===== config.mk =====
export PLATFORM = sky130hd
export DESIGN_NAME = mini_aes_engine_flat
export DESIGN_NICKNAME = d
export VERILOG_FILES = /design/src/rtl/mini_aes_engine_if.sv /design/src/rtl/mini_aes_engine.sv /design/src/flat_wrapper.sv
export SDC_FILE = /design/constraint.sdc
export NUM_CORES = 1
export LEC_CHECK = 0
export ABC_AREA = 1
export BUFFER_PORTS_ARGS = -buffer_cell sky130_fd_sc_hd__buf_2
export CORE_MARGIN = 3
export CORE_UTILIZATION = 60
export DETAILED_ROUTE_END_ITERATION = 6
export PLACE_DENSITY = 0.8
export SKIP_LAST_GASP = 1
export SYNTH_ARGS = -nofsm -noshare
export SYNTH_HDL_FRONTEND = slang
export SYNTH_SLANG_ARGS = --single-unit

===== constraint.sdc =====
create_clock -name clk -period 7.85 [get_ports clk]
set_clock_uncertainty 0.05 [all_clocks]
set_input_delay 1.9625 -clock clk [delete_from_list [all_inputs] [get_ports clk]]
set_output_delay 1.9625 -clock clk [all_outputs]
set_load 0.02 [all_outputs]

===== src/rtl/mini_aes_engine_if.sv =====
// rtl/mini_aes_engine_if.sv - host-side command/result bundle for the Mini-AES engine
interface mini_aes_engine_if;
  logic        bgn;
  logic [1:0]  mode;
  logic [15:0] key_in;
  logic [15:0] data_in;
  logic [15:0] data_out;
  logic [15:0] key_out;
  logic        busy;
  logic        done;
  logic [2:0]  round;

  modport master (
    output bgn, mode, key_in, data_in,
    input  data_out, key_out, busy, done, round
  );

  modport slave (
    input  bgn, mode, key_in, data_in,
    output data_out, key_out, busy, done, round
  );
endinterface


===== src/rtl/mini_aes_engine.sv =====
// rtl/mini_aes_engine.sv - 16-bit Mini-AES encrypt/decrypt coprocessor, one round per clock
// Optional CRYPTO_TRACE_EN: prints each completed result (simulation only, no logic change).
module mini_aes_engine #(
  parameter int ROUNDS = 2
) (
  input  logic              clk,
  input  logic              rst,
  mini_aes_engine_if.slave  host_io
);
  typedef enum logic [2:0] {IDLE, ENC_RND, EXPAND, DEC_RND, DONE} state_t;

  localparam logic [2:0] LAST_RND = 3'(ROUNDS);
  localparam logic [1:0] MODE_ENC = 2'b01;
  localparam logic [1:0] MODE_DEC = 2'b10;

  function automatic logic [3:0] sbox(input logic [3:0] x);
    case (x)
      4'h0: sbox = 4'hE;  4'h1: sbox = 4'h4;  4'h2: sbox = 4'hD;  4'h3: sbox = 4'h1;
      4'h4: sbox = 4'h2;  4'h5: sbox = 4'hF;  4'h6: sbox = 4'hB;  4'h7: sbox = 4'h8;
      4'h8: sbox = 4'h3;  4'h9: sbox = 4'hA;  4'hA: sbox = 4'h6;  4'hB: sbox = 4'hC;
      4'hC: sbox = 4'h5;  4'hD: sbox = 4'h9;  4'hE: sbox = 4'h0;  default: sbox = 4'h7;
    endcase
  endfunction

  function automatic logic [3:0] inv_sbox(input logic [3:0] x);
    case (x)
      4'h0: inv_sbox = 4'hE;  4'h1: inv_sbox = 4'h3;  4'h2: inv_sbox = 4'h4;  4'h3: inv_sbox = 4'h8;
      4'h4: inv_sbox = 4'h1;  4'h5: inv_sbox = 4'hC;  4'h6: inv_sbox = 4'hA;  4'h7: inv_sbox = 4'hF;
      4'h8: inv_sbox = 4'h7;  4'h9: inv_sbox = 4'hD;  4'hA: inv_sbox = 4'h9;  4'hB: inv_sbox = 4'h6;
      4'hC: inv_sbox = 4'hB;  4'hD: inv_sbox = 4'h2;  4'hE: inv_sbox = 4'h0;  default: inv_sbox = 4'h5;
    endcase
  endfunction

  function automatic logic [3:0] rcon(input logic [2:0] r);
    case (r)
      3'd1: rcon = 4'h1;  3'd2: rcon = 4'h2;  3'd3: rcon = 4'h4;  3'd4: rcon = 4'h8;
      3'd5: rcon = 4'h3;  3'd6: rcon = 4'h6;  3'd7: rcon = 4'hC;  default: rcon = 4'h0;
    endcase
  endfunction

  // Multiply by x in GF(2^4) modulo x^4+x+1.
  function automatic logic [3:0] gmul2(input logic [3:0] x);
    return {x[2:0], 1'b0} ^ (x[3] ? 4'h3 : 4'h0);
  endfunction

  function automatic logic [3:0] gmul3(input logic [3:0] x);
    return gmul2(x) ^ x;
  endfunction

  function automatic logic [15:0] sub_word(input logic [15:0] d);
    return {sbox(d[15:12]), sbox(d[11:8]), sbox(d[7:4]), sbox(d[3:0])};
  endfunction

  function automatic logic [15:0] inv_sub_word(input logic [15:0] d);
    return {inv_sbox(d[15:12]), inv_sbox(d[11:8]), inv_sbox(d[7:4]), inv_sbox(d[3:0])};
  endfunction

  function automatic logic [15:0] shift_row(input logic [15:0] d);
    return {d[15:12], d[3:0], d[7:4], d[11:8]};
  endfunction

  function automatic logic [15:0] mix_col(input logic [15:0] d);
    return {gmul3(d[15:12]) ^ gmul2(d[11:8]), gmul2(d[15:12]) ^ gmul3(d[11:8]),
            gmul3(d[7:4])   ^ gmul2(d[3:0]),  gmul2(d[7:4])   ^ gmul3(d[3:0])};
  endfunction

  function automatic logic [15:0] key_fwd(input logic [15:0] k, input logic [2:0] r);
    logic [3:0] w4, w5, w6, w7;
    w4 = k[15:12] ^ sbox(k[3:0]) ^ rcon(r);
    w5 = k[11:8] ^ w4;
    w6 = k[7:4] ^ w5;
    w7 = k[3:0] ^ w6;
    return {w4, w5, w6, w7};
  endfunction

  // Recovers K_{r-1} from K_r; w3 must be rebuilt first since w0 depends on Sub(w3).
  function automatic logic [15:0] key_bwd(input logic [15:0] k, input logic [2:0] r);
    logic [3:0] w0, w1, w2, w3;
    w3 = k[3:0] ^ k[7:4];
    w2 = k[7:4] ^ k[11:8];
    w1 = k[11:8] ^ k[15:12];
    w0 = k[15:12] ^ sbox(w3) ^ rcon(r);
    return {w0, w1, w2, w3};
  endfunction

  state_t      state_q, state_d;
  logic [15:0] s_q, s_d, k_q, k_d;
  logic [15:0] data_out_q, data_out_d, key_out_q, key_out_d;
  logic [2:0]  round_q, round_d, rnd_up;
  logic        done_q, done_d;
  logic [15:0] k_fwd, k_bwd, enc_s, dec_s;

  always_comb begin
    rnd_up = round_q + 3'd1;
    k_fwd  = key_fwd(k_q, rnd_up);
    k_bwd  = key_bwd(k_q, round_q);
    enc_s  = shift_row(sub_word(s_q));
    if (rnd_up != LAST_RND) enc_s = mix_col(enc_s);
    enc_s  = enc_s ^ k_fwd;
    dec_s  = (round_q == LAST_RND) ? s_q : mix_col(s_q);
    dec_s  = inv_sub_word(shift_row(dec_s)) ^ k_bwd;
  end

  always_comb begin
    state_d    = state_q;
    s_d        = s_q;
    k_d        = k_q;
    round_d    = round_q;
    data_out_d = data_out_q;
    key_out_d  = key_out_q;
    done_d     = 1'b0;
    case (state_q)
      IDLE: begin
        if (host_io.bgn && (host_io.mode == MODE_ENC || host_io.mode == MODE_DEC)) begin
          k_d     = host_io.key_in;
          round_d = 3'd0;
          if (host_io.mode == MODE_ENC) begin
            s_d     = host_io.data_in ^ host_io.key_in;
            state_d = ENC_RND;
          end else begin
            s_d     = host_io.data_in;
            state_d = EXPAND;
          end
        end
      end
      ENC_RND: begin
        round_d = rnd_up;
        k_d     = k_fwd;
        s_d     = enc_s;
        if (rnd_up == LAST_RND) state_d = DONE;
      end
      EXPAND: begin
        round_d = rnd_up;
        k_d     = k_fwd;
        if (rnd_up == LAST_RND) begin
          s_d     = s_q ^ k_fwd;
          state_d = DEC_RND;
        end
      end
      DEC_RND: begin
        round_d = round_q - 3'd1;
        k_d     = k_bwd;
        s_d     = dec_s;
        if (round_q == 3'd1) state_d = DONE;
      end
      DONE: begin
        data_out_d = s_q;
        key_out_d  = k_q;
        done_d     = 1'b1;
        state_d    = IDLE;
      end
      default: state_d = IDLE;
    endcase
  end

  always_ff @(posedge clk or posedge rst) begin
    if (rst) begin
      state_q    <= IDLE;
      s_q        <= '0;
      k_q        <= '0;
      round_q    <= '0;
      data_out_q <= '0;
      key_out_q  <= '0;
      done_q     <= 1'b0;
    end else begin
      state_q    <= state_d;
      s_q        <= s_d;
      k_q        <= k_d;
      round_q    <= round_d;
      data_out_q <= data_out_d;
      key_out_q  <= key_out_d;
      done_q     <= done_d;
    end
  end

  assign host_io.data_out = data_out_q;
  assign host_io.key_out  = key_out_q;
  assign host_io.done     = done_q;
  assign host_io.busy     = (state_q != IDLE);
  assign host_io.round    = round_q;

`ifdef CRYPTO_TRACE_EN
  logic [1:0] trace_mode_q;

  always_ff @(posedge clk or posedge rst) begin
    if (rst) trace_mode_q <= '0;
    else if (state_q == IDLE && host_io.bgn) trace_mode_q <= host_io.mode;
  end

  always_ff @(posedge clk) begin
    if (!rst && state_q == DONE)
      $display("%0t mini_aes mode=%b data_out=%h key_out=%h", $time, trace_mode_q, s_q, k_q);
  end
`else
  // Untraced build: results are visible only on the output ports.
`endif
endmodule


===== src/flat_wrapper.sv =====
// flat-port wrapper written by rule: the top's interface ports become plain ports
module mini_aes_engine_flat 
#(
  parameter int ROUNDS = 2
)
  (clk, rst, host_io_bgn, host_io_mode, host_io_key_in, host_io_data_in, host_io_data_out, host_io_key_out, host_io_busy, host_io_done, host_io_round);
  mini_aes_engine_if host_io_i ();
  input  logic clk;
  input  logic rst;
  input wire logic [$bits(host_io_i.bgn)-1:0] host_io_bgn;
  input wire logic [$bits(host_io_i.mode)-1:0] host_io_mode;
  input wire logic [$bits(host_io_i.key_in)-1:0] host_io_key_in;
  input wire logic [$bits(host_io_i.data_in)-1:0] host_io_data_in;
  output wire logic [$bits(host_io_i.data_out)-1:0] host_io_data_out;
  output wire logic [$bits(host_io_i.key_out)-1:0] host_io_key_out;
  output wire logic [$bits(host_io_i.busy)-1:0] host_io_busy;
  output wire logic [$bits(host_io_i.done)-1:0] host_io_done;
  output wire logic [$bits(host_io_i.round)-1:0] host_io_round;
  assign host_io_i.bgn = host_io_bgn;
  assign host_io_i.mode = host_io_mode;
  assign host_io_i.key_in = host_io_key_in;
  assign host_io_i.data_in = host_io_data_in;
  assign host_io_data_out = host_io_i.data_out;
  assign host_io_key_out = host_io_i.key_out;
  assign host_io_busy = host_io_i.busy;
  assign host_io_done = host_io_i.done;
  assign host_io_round = host_io_i.round;
  mini_aes_engine #(.ROUNDS(ROUNDS)) u_core (.clk(clk), .rst(rst), .host_io(host_io_i));
endmodule

==> metrics <==
status=complete, no violations; simple-gate portion of the synthesized area=39.2%; post-synth cell types=41; beginning of the critical path=host_io_mode[0]; area share of fa/ha/maj cells after synthesis=8.85%; Max Freq=231 MHz; kind of end point of the critical path=register; arrival time at the worst endpoint=around 4.6 ns; via density per instance=5.67; final weighted congestion of routability-driven global placement=between 0.9 and 1; residual DRC count=0; vias after detailed routing=8306; register-to-register setup slack=slightly above 4 ns; area of the core=roughly 12000 sq um; Routed Antenna Nets=0; clock network latency to the later pin of the worst-skew pair=0.36 ns; number of synthesis warnings=0; sequential area share after synthesis=23.3%; busiest layer in global routing=met2; met3 Usage GRT=5.75%; fraction of registers with async set or reset after synthesis=100%; net count reported at finish=1383; area of the mapped netlist=7640 sq um; relative slew slack=35.0%; per-instance average area after synthesis=slightly above 6 sq um; FF-to-FF Start=u_core.state_q[2]; final critical delay including setup and external delays=4.33 ns; TritonCTS clock tree=yes; Util after Layout=68.4%; classification of the worst-slack hold path=register to register; Mapped Cells=1250; required time worst endpoint=between 8 and 9 ns; Hold-fix buffers, CTS=0; launching element type of the critical path=primary input; termination of the worst setup path=u_core.s_q[2]; reg-to-reg critical path endpoint=u_core.state_q[0]; port bufs=73; nets in the synthesized netlist=1341; RSZ-0062 raised after global routing=false; GRT met1 Usage=between 40 and 50%; number of antenna violations at the first check in global routing=0; count of flip-flops with a built-in enable after synthesis=0; Die W=119 um; Resized cells post-CTS=0; global-route usage over all layers=roughly 33%; DP Wirelength=17200 um; layout cells sized above 1=10.8%; Hold Vio Cnt, Final=0; CTS root buffer=sky130_fd_sc_hd__clkbuf_16; class of the most critical setup path=primary input to register; xor and xnor fraction of the mapped netlist area=5.62%; number of sinks on the clock net=roughly 70; number of CTS-inserted buffers=9; Final Max Slew Viols=0; starting density of the core=62.5%; wire length of the first global-routing pass=37500 um; total setup buffers inserted after CTS=0; met2 track demand over resource in global routing=51.5%; post-synthesis compound-gate area fraction=13.7%; drt first-iter violations=934; area of the die=14100 sq um; CTS H-tree lvls=3; top-level port count=74; site row count=40; sum of negative setup slack=0 ns; clock-pin transition on the worst setup and hold timing paths=around 0.070 ns; combinational family with the most area after synthesis=simple AND/OR/NAND/NOR gates; average wire per cell in the routed design=16.2 um; Period Utilization, post-route=55.1%; slew at the pin closest to its max-slew limit=0.975 ns; Critical Path Fanout Max=30; worst r2r path cells=8; area added between synthesis and finish=9.36%; FF+latch count, synth=71; top area cells in the synthesized netlist=sky130_fd_sc_hd__nand2_1 26%, sky130_fd_sc_hd__dfrtp_1 23%, sky130_fd_sc_hd__ha_1 8.8%; mux contribution to synthesized area=0%; die height=119 um; top cell type's share of synthesized area=25.8%; grt total ovfl=0; pin count of the biggest net entering global routing=72; dominant cell type by area after synthesis=sky130_fd_sc_hd__nand2_1; total wire length=23700 um; maximum buffer depth of the clock tree=2; endpoints failing setup=0; total of max-cap violations=0; Primary FF master, synth=sky130_fd_sc_hd__dfrtp_1; number of diodes=0; number of detailed-routing iterations run before antenna repair=6; number of global-route vias before repair=around 7400
[sequential cells by signal, indices dropped and copies added, names as in the netlist]
signal,flops
u_core.s_q,16
u_core.host_io.key_out,16
u_core.state_q,3
u_core.host_io.round,3
u_core.host_io.data_out,16
u_core.k_q,16
u_core.host_io.done,1
[placed cells by master, fill, tap and decap left out, types with 9 or more instances in the layout]
master	instances
sky130_fd_sc_hd__inv_2	13
sky130_fd_sc_hd__xnor2_1	15
sky130_fd_sc_hd__nand4_1	13
sky130_fd_sc_hd__nor2_1	53
sky130_fd_sc_hd__clkbuf_16	9
sky130_fd_sc_hd__buf_2	73
sky130_fd_sc_hd__o211ai_1	20
sky130_fd_sc_hd__xor2_1	21
sky130_fd_sc_hd__ha_1	54
sky130_fd_sc_hd__o21ai_1	12
sky130_fd_sc_hd__nand3b_1	11
sky130_fd_sc_hd__inv_1	105
sky130_fd_sc_hd__nand2_1	525
sky130_fd_sc_hd__o21ai_0	82
sky130_fd_sc_hd__nand3_1	93
sky130_fd_sc_hd__dfrtp_1	71
sky130_fd_sc_hd__a21oi_1	50
[area by class of cell]
cell class	count	area, sq um
Multi-Input combinational cell	1006	5150
Fill cell	1140	3860
Sequential cell	71	1780
Inverter	127	485
Timing Repair Buffer	77	395
Clock buffer	9	225
Tap cell	168	210
Clock inverter	7	111
[cell families (layout without fill, tap and decap cells)]
group                      after synthesis  in the layout
and+or+nand+nor                        722            722
buffers and inverters                  173            220
DFF                                     71             71
AOI/OAI and AO/OA                      187            187
adders and majority gates               54             54
xor gates and xnor gates                43             43
[worst min path at each step]
stage | to | depth (start not counted) | startpoint | slack (ns)
final | u_core.host_io.data_out[10] | 2 | u_core.host_io.data_out[10] | 0.43
after global routing | u_core.host_io.key_out[1] | 2 | u_core.host_io.key_out[1] | 0.46
after CTS | u_core.host_io.data_out[10] | 2 | u_core.host_io.data_out[10] | 0.43
after detailed placement | u_core.host_io.data_out[11] | 2 | u_core.host_io.data_out[11] | 0.42
after global placement | u_core.host_io.data_out[4] | 2 | u_core.host_io.data_out[4] | 0.41
after floorplan | u_core.k_q[11] | 2 | u_core.k_q[11] | 0.48
[per-stage QoR]
stage	area [sq um]	setup WS, ns	hold slack [ns]	std cells
floorplan	7640	4.04	0.481	1250
global placement	8010	3.32	0.410	1449
detailed placement	8010	3.27	0.418	1449
CTS	8350	3.63	0.434	1465
global route	8350	3.34	0.459	1465
finish	8350	3.52	0.427	1465
[cell usage after synthesis, types with 2 or more instances]
cell type and count:
sky130_fd_sc_hd__xnor2_1 15, sky130_fd_sc_hd__nand3_2 5, sky130_fd_sc_hd__xor2_1 21, sky130_fd_sc_hd__a21oi_1 50, sky130_fd_sc_hd__xor2_2 7, sky130_fd_sc_hd__clkinv_1 5, sky130_fd_sc_hd__buf_4 3, sky130_fd_sc_hd__nand2_4 2
sky130_fd_sc_hd__nand3b_1 11, sky130_fd_sc_hd__o221ai_1 6, sky130_fd_sc_hd__a32oi_1 3, sky130_fd_sc_hd__inv_4 3, sky130_fd_sc_hd__ha_1 54, sky130_fd_sc_hd__nand2_1 525, sky130_fd_sc_hd__o21ai_1 12, sky130_fd_sc_hd__o211ai_1 20
sky130_fd_sc_hd__clkbuf_1 25, sky130_fd_sc_hd__o22ai_1 2, sky130_fd_sc_hd__or2_2 8, sky130_fd_sc_hd__nand4_1 13, sky130_fd_sc_hd__a211oi_1 2, sky130_fd_sc_hd__nand3_1 93, sky130_fd_sc_hd__inv_1 106, sky130_fd_sc_hd__nand2_2 4
sky130_fd_sc_hd__buf_2 14, sky130_fd_sc_hd__o21ai_0 82, sky130_fd_sc_hd__a31oi_1 7, sky130_fd_sc_hd__dfrtp_1 71, sky130_fd_sc_hd__nor3_1 4, sky130_fd_sc_hd__nor2_1 54, sky130_fd_sc_hd__inv_2 13
[metal layers]
| metal | vias to the layer above | share of wire [%] |
|---|---|---|
| li1 | 4093 | - |
| met1 | 3723 | 42 |
| met2 | 411 | 44 |
| met3 | 79 | 9.1 |
| met4 | 0 | 4.4 |
| met5 | - | 0 |
[critical path, stage by stage]
cell and delay [ns]:
sky130_fd_sc_hd__buf_2 0.10, sky130_fd_sc_hd__ha_1 0.27, sky130_fd_sc_hd__inv_1 0.09, sky130_fd_sc_hd__a21oi_2 0.07, sky130_fd_sc_hd__nor2_2 0.50, sky130_fd_sc_hd__inv_1 0.53, sky130_fd_sc_hd__a21oi_1 0.37, sky130_fd_sc_hd__inv_2 0.30
sky130_fd_sc_hd__a31oi_1 0.23, sky130_fd_sc_hd__nand2_1 0.08, sky130_fd_sc_hd__nand2_1 0.05
Power is not shown: default switching activity piles up to over one toggle a cycle in this logic, so the estimate is an artifact.
